==> src/rtl/line_follow_sequencer.sv <==
// Line-follow motion sequencer: synchronises the three line sensors, runs the
// follow/turn/search/halt state machine and drives motor direction and PWM enables.
module line_follow_sequencer #(
  parameter int TICK_DIV   = 50000,
  parameter int PWM_PERIOD = 1000,
  parameter int DUTY_FAST  = 800,
  parameter int DUTY_SLOW  = 300,
  parameter int LOST_MS    = 200,
  parameter int SEARCH_MS  = 500
) (
  input  logic       clk,
  input  logic       rst,
  input  logic       enable,
  input  logic [2:0] sensors,
  output logic       dirL,
  output logic       dirR,
  output logic       pwmL,
  output logic       pwmR,
  output logic [2:0] state
);

  localparam int PRE_W  = (TICK_DIV > 1) ? $clog2(TICK_DIV) : 1;
  localparam int MS_MAX = (LOST_MS > SEARCH_MS) ? LOST_MS : SEARCH_MS;
  localparam int MS_W   = $clog2(MS_MAX + 1);
  localparam int CNT_W  = (PWM_PERIOD > 1) ? $clog2(PWM_PERIOD) : 1;
  localparam int DUTY_W = $clog2(PWM_PERIOD + 1);

  localparam logic [PRE_W-1:0]  PRE_LAST  = PRE_W'(TICK_DIV - 1);
  localparam logic [MS_W-1:0]   MS_LOST   = MS_W'(LOST_MS);
  localparam logic [MS_W-1:0]   MS_SRCH_L = MS_W'(SEARCH_MS - 1);
  localparam logic [MS_W-1:0]   MS_SAT    = {MS_W{1'b1}};
  localparam logic [CNT_W-1:0]  CNT_LAST  = CNT_W'(PWM_PERIOD - 1);
  localparam logic [DUTY_W-1:0] D_FAST    = DUTY_W'(DUTY_FAST);
  localparam logic [DUTY_W-1:0] D_SLOW    = DUTY_W'(DUTY_SLOW);
  localparam logic [DUTY_W-1:0] D_OFF     = '0;

  typedef enum logic [2:0] {
    IDLE   = 3'd0,
    FWD    = 3'd1,
    LEFT   = 3'd2,
    RIGHT  = 3'd3,
    SEARCH = 3'd4,
    HALT   = 3'd5
  } state_t;

  state_t            st, st_nx;
  logic [2:0]        sync_p0, sync_p1;
  logic [PRE_W-1:0]  pre;
  logic [MS_W-1:0]   ms;
  logic              last_turn;
  logic [CNT_W-1:0]  cnt;
  logic [DUTY_W-1:0] dutyL, dutyR, dutyL_nx, dutyR_nx;
  logic              dirL_nx, dirR_nx;
  logic              lost_st, pre_wrap, lost_done, search_done, count_en;

  // 101 is ambiguous while following, but in SEARCH it means the line is underneath
  function automatic state_t decode(input logic [2:0] s, input state_t cur);
    case (s)
      3'b010, 3'b111: decode = FWD;
      3'b100, 3'b110: decode = LEFT;
      3'b001, 3'b011: decode = RIGHT;
      3'b101:         decode = (cur == SEARCH) ? FWD : cur;
      default:        decode = cur;
    endcase
  endfunction

  // Stage p0/p1: two-flop sensor synchroniser
  always_ff @(posedge clk or negedge rst) begin
    if (!rst) begin
      sync_p0 <= 3'b000;
      sync_p1 <= 3'b000;
    end else begin
      sync_p0 <= sensors;
      sync_p1 <= sync_p0;
    end
  end

  // Lost timeout compares the registered count (one edge late); the search
  // timeout fires on the edge that would complete SEARCH_MS.
  always_comb begin
    lost_st     = (st == FWD) || (st == LEFT) || (st == RIGHT);
    pre_wrap    = (pre == PRE_LAST);
    lost_done   = (ms == MS_LOST);
    search_done = pre_wrap && (ms == MS_SRCH_L);
    st_nx       = st;
    if (!enable) begin
      st_nx = IDLE;
    end else begin
      case (st)
        IDLE:             st_nx = FWD;
        FWD, LEFT, RIGHT: begin
          if (sync_p1 != 3'b000) st_nx = decode(sync_p1, st);
          else if (lost_done)    st_nx = SEARCH;
        end
        SEARCH: begin
          if (sync_p1 != 3'b000) st_nx = decode(sync_p1, st);
          else if (search_done)  st_nx = HALT;
        end
        HALT:    st_nx = HALT;
        default: st_nx = IDLE;
      endcase
    end
    count_en = (st_nx == st) && ((lost_st && (sync_p1 == 3'b000)) || (st == SEARCH));
  end

  always_comb begin
    dirL_nx  = 1'b1;
    dirR_nx  = 1'b1;
    dutyL_nx = D_OFF;
    dutyR_nx = D_OFF;
    case (st_nx)
      FWD:   begin dutyL_nx = D_FAST; dutyR_nx = D_FAST; end
      LEFT:  begin dutyL_nx = D_SLOW; dutyR_nx = D_FAST; end
      RIGHT: begin dutyL_nx = D_FAST; dutyR_nx = D_SLOW; end
      SEARCH: begin
        dirL_nx  = last_turn;
        dirR_nx  = ~last_turn;
        dutyL_nx = D_SLOW;
        dutyR_nx = D_SLOW;
      end
      default: ;
    endcase
  end

  // Stage p2: state, timers, last turn and registered motor settings
  always_ff @(posedge clk or negedge rst) begin
    if (!rst) begin
      st        <= IDLE;
      pre       <= '0;
      ms        <= '0;
      last_turn <= 1'b0;
      dirL      <= 1'b1;
      dirR      <= 1'b1;
      dutyL     <= D_OFF;
      dutyR     <= D_OFF;
    end else begin
      st    <= st_nx;
      dirL  <= dirL_nx;
      dirR  <= dirR_nx;
      dutyL <= dutyL_nx;
      dutyR <= dutyR_nx;
      if (count_en) begin
        if (pre_wrap) begin
          pre <= '0;
          if (ms != MS_SAT) ms <= ms + 1'b1;
        end else begin
          pre <= pre + 1'b1;
        end
      end else begin
        pre <= '0;
        ms  <= '0;
      end
      if (st_nx != st) begin
        if (st_nx == LEFT)  last_turn <= 1'b0;
        if (st_nx == RIGHT) last_turn <= 1'b1;
      end
    end
  end

  // PWM: free-running period counter, phase unaffected by state changes
  always_ff @(posedge clk or negedge rst) begin
    if (!rst) begin
      cnt  <= '0;
      pwmL <= 1'b0;
      pwmR <= 1'b0;
    end else begin
      cnt  <= (cnt == CNT_LAST) ? '0 : cnt + 1'b1;
      pwmL <= (DUTY_W'(cnt) < dutyL);
      pwmR <= (DUTY_W'(cnt) < dutyR);
    end
  end

  assign state = st;

endmodule

==> config.mk <==
export PLATFORM = sky130hd
export DESIGN_NAME = line_follow_sequencer
export DESIGN_NICKNAME = d
export VERILOG_FILES = /design/src/rtl/line_follow_sequencer.sv
export SDC_FILE = /design/constraint.sdc
export NUM_CORES = 1
export LEC_CHECK = 0
export CAP_MARGIN = 20
export CORE_MARGIN = 2
export CORE_UTILIZATION = 54
export CTS_BUF_LIST = sky130_fd_sc_hd__clkbuf_4
export DETAILED_ROUTE_END_ITERATION = 7
export GPL_ROUTABILITY_DRIVEN = 1
export PLACE_DENSITY = 0.71
export SLEW_MARGIN = 40
export SYNTH_ARGS = -nofsm -noshare
export SYNTH_HDL_FRONTEND = slang
export SYNTH_SLANG_ARGS = --single-unit
==> constraint.sdc <==
create_clock -name clk -period 5.8 [get_ports clk]
set_input_delay 1.16 -clock clk [delete_from_list [all_inputs] [get_ports clk]]
set_output_delay 1.16 -clock clk [all_outputs]
set_load 0.01 [all_outputs]
; Yosys cells after proc, flatten, opt, wreduce, memory -nomap -nowiden
; Cells that the tools add are included.
[totals]
reg_bits = 69
input_bits = 6
output_inout_bits = 7
[classes]
n_addsub = 3
order_cmp = 2
eq_ne = 25
n_mux = 20
n_bitwise = 1
reduce_logical = 21
[ops]
columns = operator, n
row1 = one-hot mux 10 bit (2 select lines), 2
row2 = 2-to-1 mux 16 bit, 2
row3 = 2-to-1 mux 9 bit, 3
row4 = "== test 3 bit, second input constant", 7
row5 = less-than comparator 10 bit, 2
row6 = "== test 3 x 2 -> 1 bit, second input constant", 6
row7 = one-hot mux 3 bit (3 select lines), 2
row8 = "adder 16 x 1 -> 16 bit, second input constant", 1
row9 = "== test 16 bit, second input constant", 1
row10 = 2-to-1 mux 3 bit, 5
row11 = OR reduction 2 bit, 7
row12 = one-hot mux 3 bit (4 select lines), 1
row13 = "adder 10 x 1 -> 10 bit, second input constant", 1
row14 = "== test 10 bit, second input constant", 1
row15 = 2-to-1 mux 10 bit, 1
row16 = "adder 9 x 1 -> 9 bit, second input constant", 1
row17 = "== test 3 x 1 -> 1 bit, second input constant", 3
row18 = "== test 9 x 8 -> 1 bit, second input constant", 1
row19 = "== test 9 bit, second input constant", 1
row20 = "inequality test 9 bit, second input constant", 1
row21 = logical NOT 3 bit, 2
row22 = OR reduction 3 bit, 2
row23 = 2-to-1 mux 1 bit, 4
row24 = AND reduction 2 bit, 2
row25 = 9 further kinds, 13

; Longest topological paths before layout
[logic_depth]
depth_word = 10
mapped_depth = 9
ltp_nobuf = 9

; Worst setup path before layout
; Ideal clock, no wire load.
[synth_timing]
path_type = input -> register
from = in enable
to = reg pre[14]
arrival_ns = 2.220
required_ns = 5.719
setup_slack_ns = 3.499
cell_stages = 6
n_path_buf = 1
cell_sequence = nand2_1 > a22o_1 > a211oi_4 > o31ai_4 > buf_6 > nor3_2
[synth_via]
elab_chain_cells = 4
[synth_rtl]
columns = element, line_no
row1 = "start, declared", 13  ; input logic enable,
row2 = 2-to-1 mux 3 bit, 86  ; if (!enable) begin
row3 = == test 3 bit, 103  ; count_en = (st_nx == st) && ((lost_st && (sync_p1 == 3'b000)) || (st == SEARCH));
row4 = logical AND 1 bit, 103
row5 = 2-to-1 mux 16 bit, 142  ; if (count_en) begin
row6 = "end signal, assigned", 147  ; pre <= pre + 1'b1;
row7 = "end, declared", 48  ; logic [PRE_W-1:0] pre;
; No other way between the ends.
; A chain may end at the register's enable or synchronous reset.

; Worst setup path after layout
[layout_timing]
from = in enable
to = reg pre[1]
; Same word-level chain as after synthesis.

==> results.toml <==
[cells_and_area]
multi_input_area_mm2 = 0.001393
diodes = 0
area_delta_synth_final_pct = 8.319
finalNonFillerCells = 362
finalInstanceArea_mm2 = 0.003095
seqCellArea_mm2 = 0.001379
num-fill-cells = 448
nets = 310
drive_gt1_share_pct = 9.589

[critical_path]
arrival_ns = 3.12
crit_slowest_cell = "clkdlybuf4s50_1"
max_stage_delay_ns = 0.57
cp_cell_sequence = "clkdlybuf4s50_1 -> nand2_1 -> a22o_1 -> a211oi_4 -> o31ai_4 -> buf_4 -> nor3b_1"
worstSetupPathType = "input pin to register"
end_kind = "register"
crit_fanout = 14
start_kind = "input pin"
worst_ep_required_time_ns = 6.11

[synth]
yosys_warnings = 0
synth_top_family_by_area = "simple AND/OR/NAND/NOR gates"
synth_top_area_share_pct = 46.41
synth.distinct_cells = 56
yosys_most_used_dff = "dfrtp_1"
muxShareOfSynthArea_pct = 1.051
syn_nets = 296
syn_area_per_cell_um2 = 10.32
synth_area_mm2 = 0.002858
synth_compound_area_share_pct = 10.20
async_flop_share_pct = 100.0
synth.area.top_cells = "dfrtp_1 (46%), ha_1 (5.7%), xor2_1 (5.2%), nor2_1 (5.1%), xnor2_1 (3.7%)"
synth-simple-area-share_pct = 22.68
synth_xor_area_share_pct = 8.888
synth_cells = 277
synth-seq-cells = 55
post-synth-top-count-cell = "dfrtp_1"
synth-adder-area-share_pct = 5.692
synthTopCellsByCount = "dfrtp_1 (53), nor2_1 (39), nand2_1 (19), xor2_1 (17), nand3_1 (16)"
synth_edf_count = 0
synth_top_cell_by_area = "dfrtp_1"
yosysSeqAreaShare_pct = 48.25

[clocking]
cts_root_buffer = "clkbuf_4"
post_cts_resized = 0
insertion_delay_ns = 0.38
cts_setup_buffers = 0
cts_tree = "yes"
cts_num_sinks = 55
h-tree-depth = 2
clkTransAtPathRegs_ns = 0.16
clockBufferDepth = 2
cts_made_buffers = 5
cts_hold_buf = 0

[placement]
gp_congestion = 0.8305
place_ws_ns = 2.588
placed_cells = 354
port_buffers = 12
hpwl_um = 3319
dpl_cell_area_mm2 = 0.003038

[sta]
fmax_mhz = 355.9
worstMarginPinSlew_ns = 0.6651
holdWs_ns = 0.3643
min_period_ns = 2.810
slew_violations = 0
finalSetupTns_ns = 0
relSlewSlack_pct = 55.66
rsz0062_at_grt = "false"
skew_ns = 0.02711
timing.final.crit_share_pct = 48.45
layout_setup_ws_ns = 2.990
final_hold_viol_count = 0
setup_violations = 0

[grt]
grt_max_degree = 56
grt_usage_pct = 18.05
grt_pass1_vias = 1955
grt_overflow_total = 0
grt_pass1_wl_um = 8631
antenna_found_initial = 0

[detailed_routing]
drcViolationCount = 0
drtPass1Iterations = 4
drt_iter0_markers = 97
vias_per_cell = 5.356
post_drt_wl_per_cell_um = 12.98
drt-total-wl_um = 4697
final_antenna_net_count = 0
vias = 1939

[die]
core-area_mm2 = 0.005107
die_area_mm2 = 0.005890
fp.dieH_um = 76.75
fp.dieW_um = 76.75
initial_core_util_pct = 55.95
ios = 13
placementRows = 26

[power]
worst_ir_drop_vdd_mv = 0.1095
p_leak_uw = 0.001297
power_density_mw_per_mm2 = 200.3

[status]
status = "finished, final reports clean"

[min_path]
hp-class = "register to register"

[run]
drv_cap = 0
## worst max-delay path, delay by kind of cell
family	cells	cell delay, ns
buffers and inverters	2	0.81
and+or+nand+nor	2	0.39
AOI/OAI and AO/OA	3	0.77
## sequential cells by signal, indices dropped and copies added, names as in the netlist, 3 cells and up
register and cells:
pre 16, cnt 10, ms 9, dutyL 3, dutyR 3, state 3
sync_p0 3, sync_p1 3
## layout make-up
type	instances	area share (%)
repair buffers	14	4.204
clock inverters	2	0.4042
flip-flops and latches	55	44.54
multi-input cells	202	44.99
inverters	13	1.576
well taps	70	2.829
clock buffers	6	1.455
## per-layer routing
| layer | up-vias | global-route usage (%) | wire [um] |
|---|---|---|---|
| met5 | - | 0 | 0 |
| met4 | 0 | 5.455 | 61 |
| met3 | 5 | 3.882 | 97 |
| met2 | 15 | 30.70 | 2292 |
| met1 | 932 | 23.12 | 2246 |
| li1 | 987 | - | - |
## cell usage in the layout (no fill, tap or decap), drive strengths merged, types with 2 or more instances in the layout
| cell | n |
|---|---|
| a2111o | 2 |
| a211oi | 2 |
| a21o | 3 |
| a21oi | 10 |
| and2 | 2 |
| and3 | 5 |
| and4 | 2 |
| buf | 3 |
| clkbuf | 6 |
| clkdlybuf4s50 | 11 |
| clkinv | 2 |
| dfrtp | 53 |
| dfstp | 2 |
| ha | 13 |
| inv | 13 |
| mux2i | 3 |
| nand2 | 19 |
| nand2b | 3 |
| nand3 | 16 |
| nand4 | 5 |
| nor2 | 39 |
| nor2b | 3 |
| nor3 | 10 |
| nor3b | 2 |
| nor4b | 4 |
| o21ai | 6 |
| o31ai | 3 |
| or2 | 2 |
| or3 | 2 |
| or3b | 2 |
| xnor2 | 12 |
| xor2 | 17 |
## stage by stage
stage / util [%] / total power, uW
after global placement: 59.21 / 459.5
after floorplan: - / 439.3
after global routing: 60.61 / 654.3
after CTS: 60.61 / 628.4
after detailed placement: 59.48 / 460.9
final: 60.61 / 619.9
## path summary, 6_finish.rpt
| check | slack, ns | depth (start not counted) | from | end |
|---|---|---|---|---|
| max reg2reg | 3.28 | 6 | pre[5] | ms[8] |
| min | 0.36 | 0 | sync_p0[2] | sync_p1[2] |
| min reg2reg | 0.36 | 0 | sync_p0[2] | sync_p1[2] |
| min in group asynchronous | 0.88 | 2 | rst | pre[3] |
| max in group asynchronous | 4.47 | 2 | rst | sync_p0[2] |
| max | 2.99 | 7 | enable | pre[1] |
## where the power goes
group	total (uW)	switching (uW)	internal (uW)
Sequential	402	8.34	393
Combinational	51.3	29.5	21.7
Clock	167	115	52.0
Total	620	153	467
## cells by family (layout without fill, tap and decap cells)
kind of cell | after synthesis | count (layout)
simple gates | 121 | 121
flops | 55 | 55
compound gates | 36 | 36
xor+xnor | 29 | 29
buf+inv | 20 | 35
fa+ha+maj | 13 | 13
mux | 3 | 3
No activity file was read; power rests on OpenSTA's default activity.
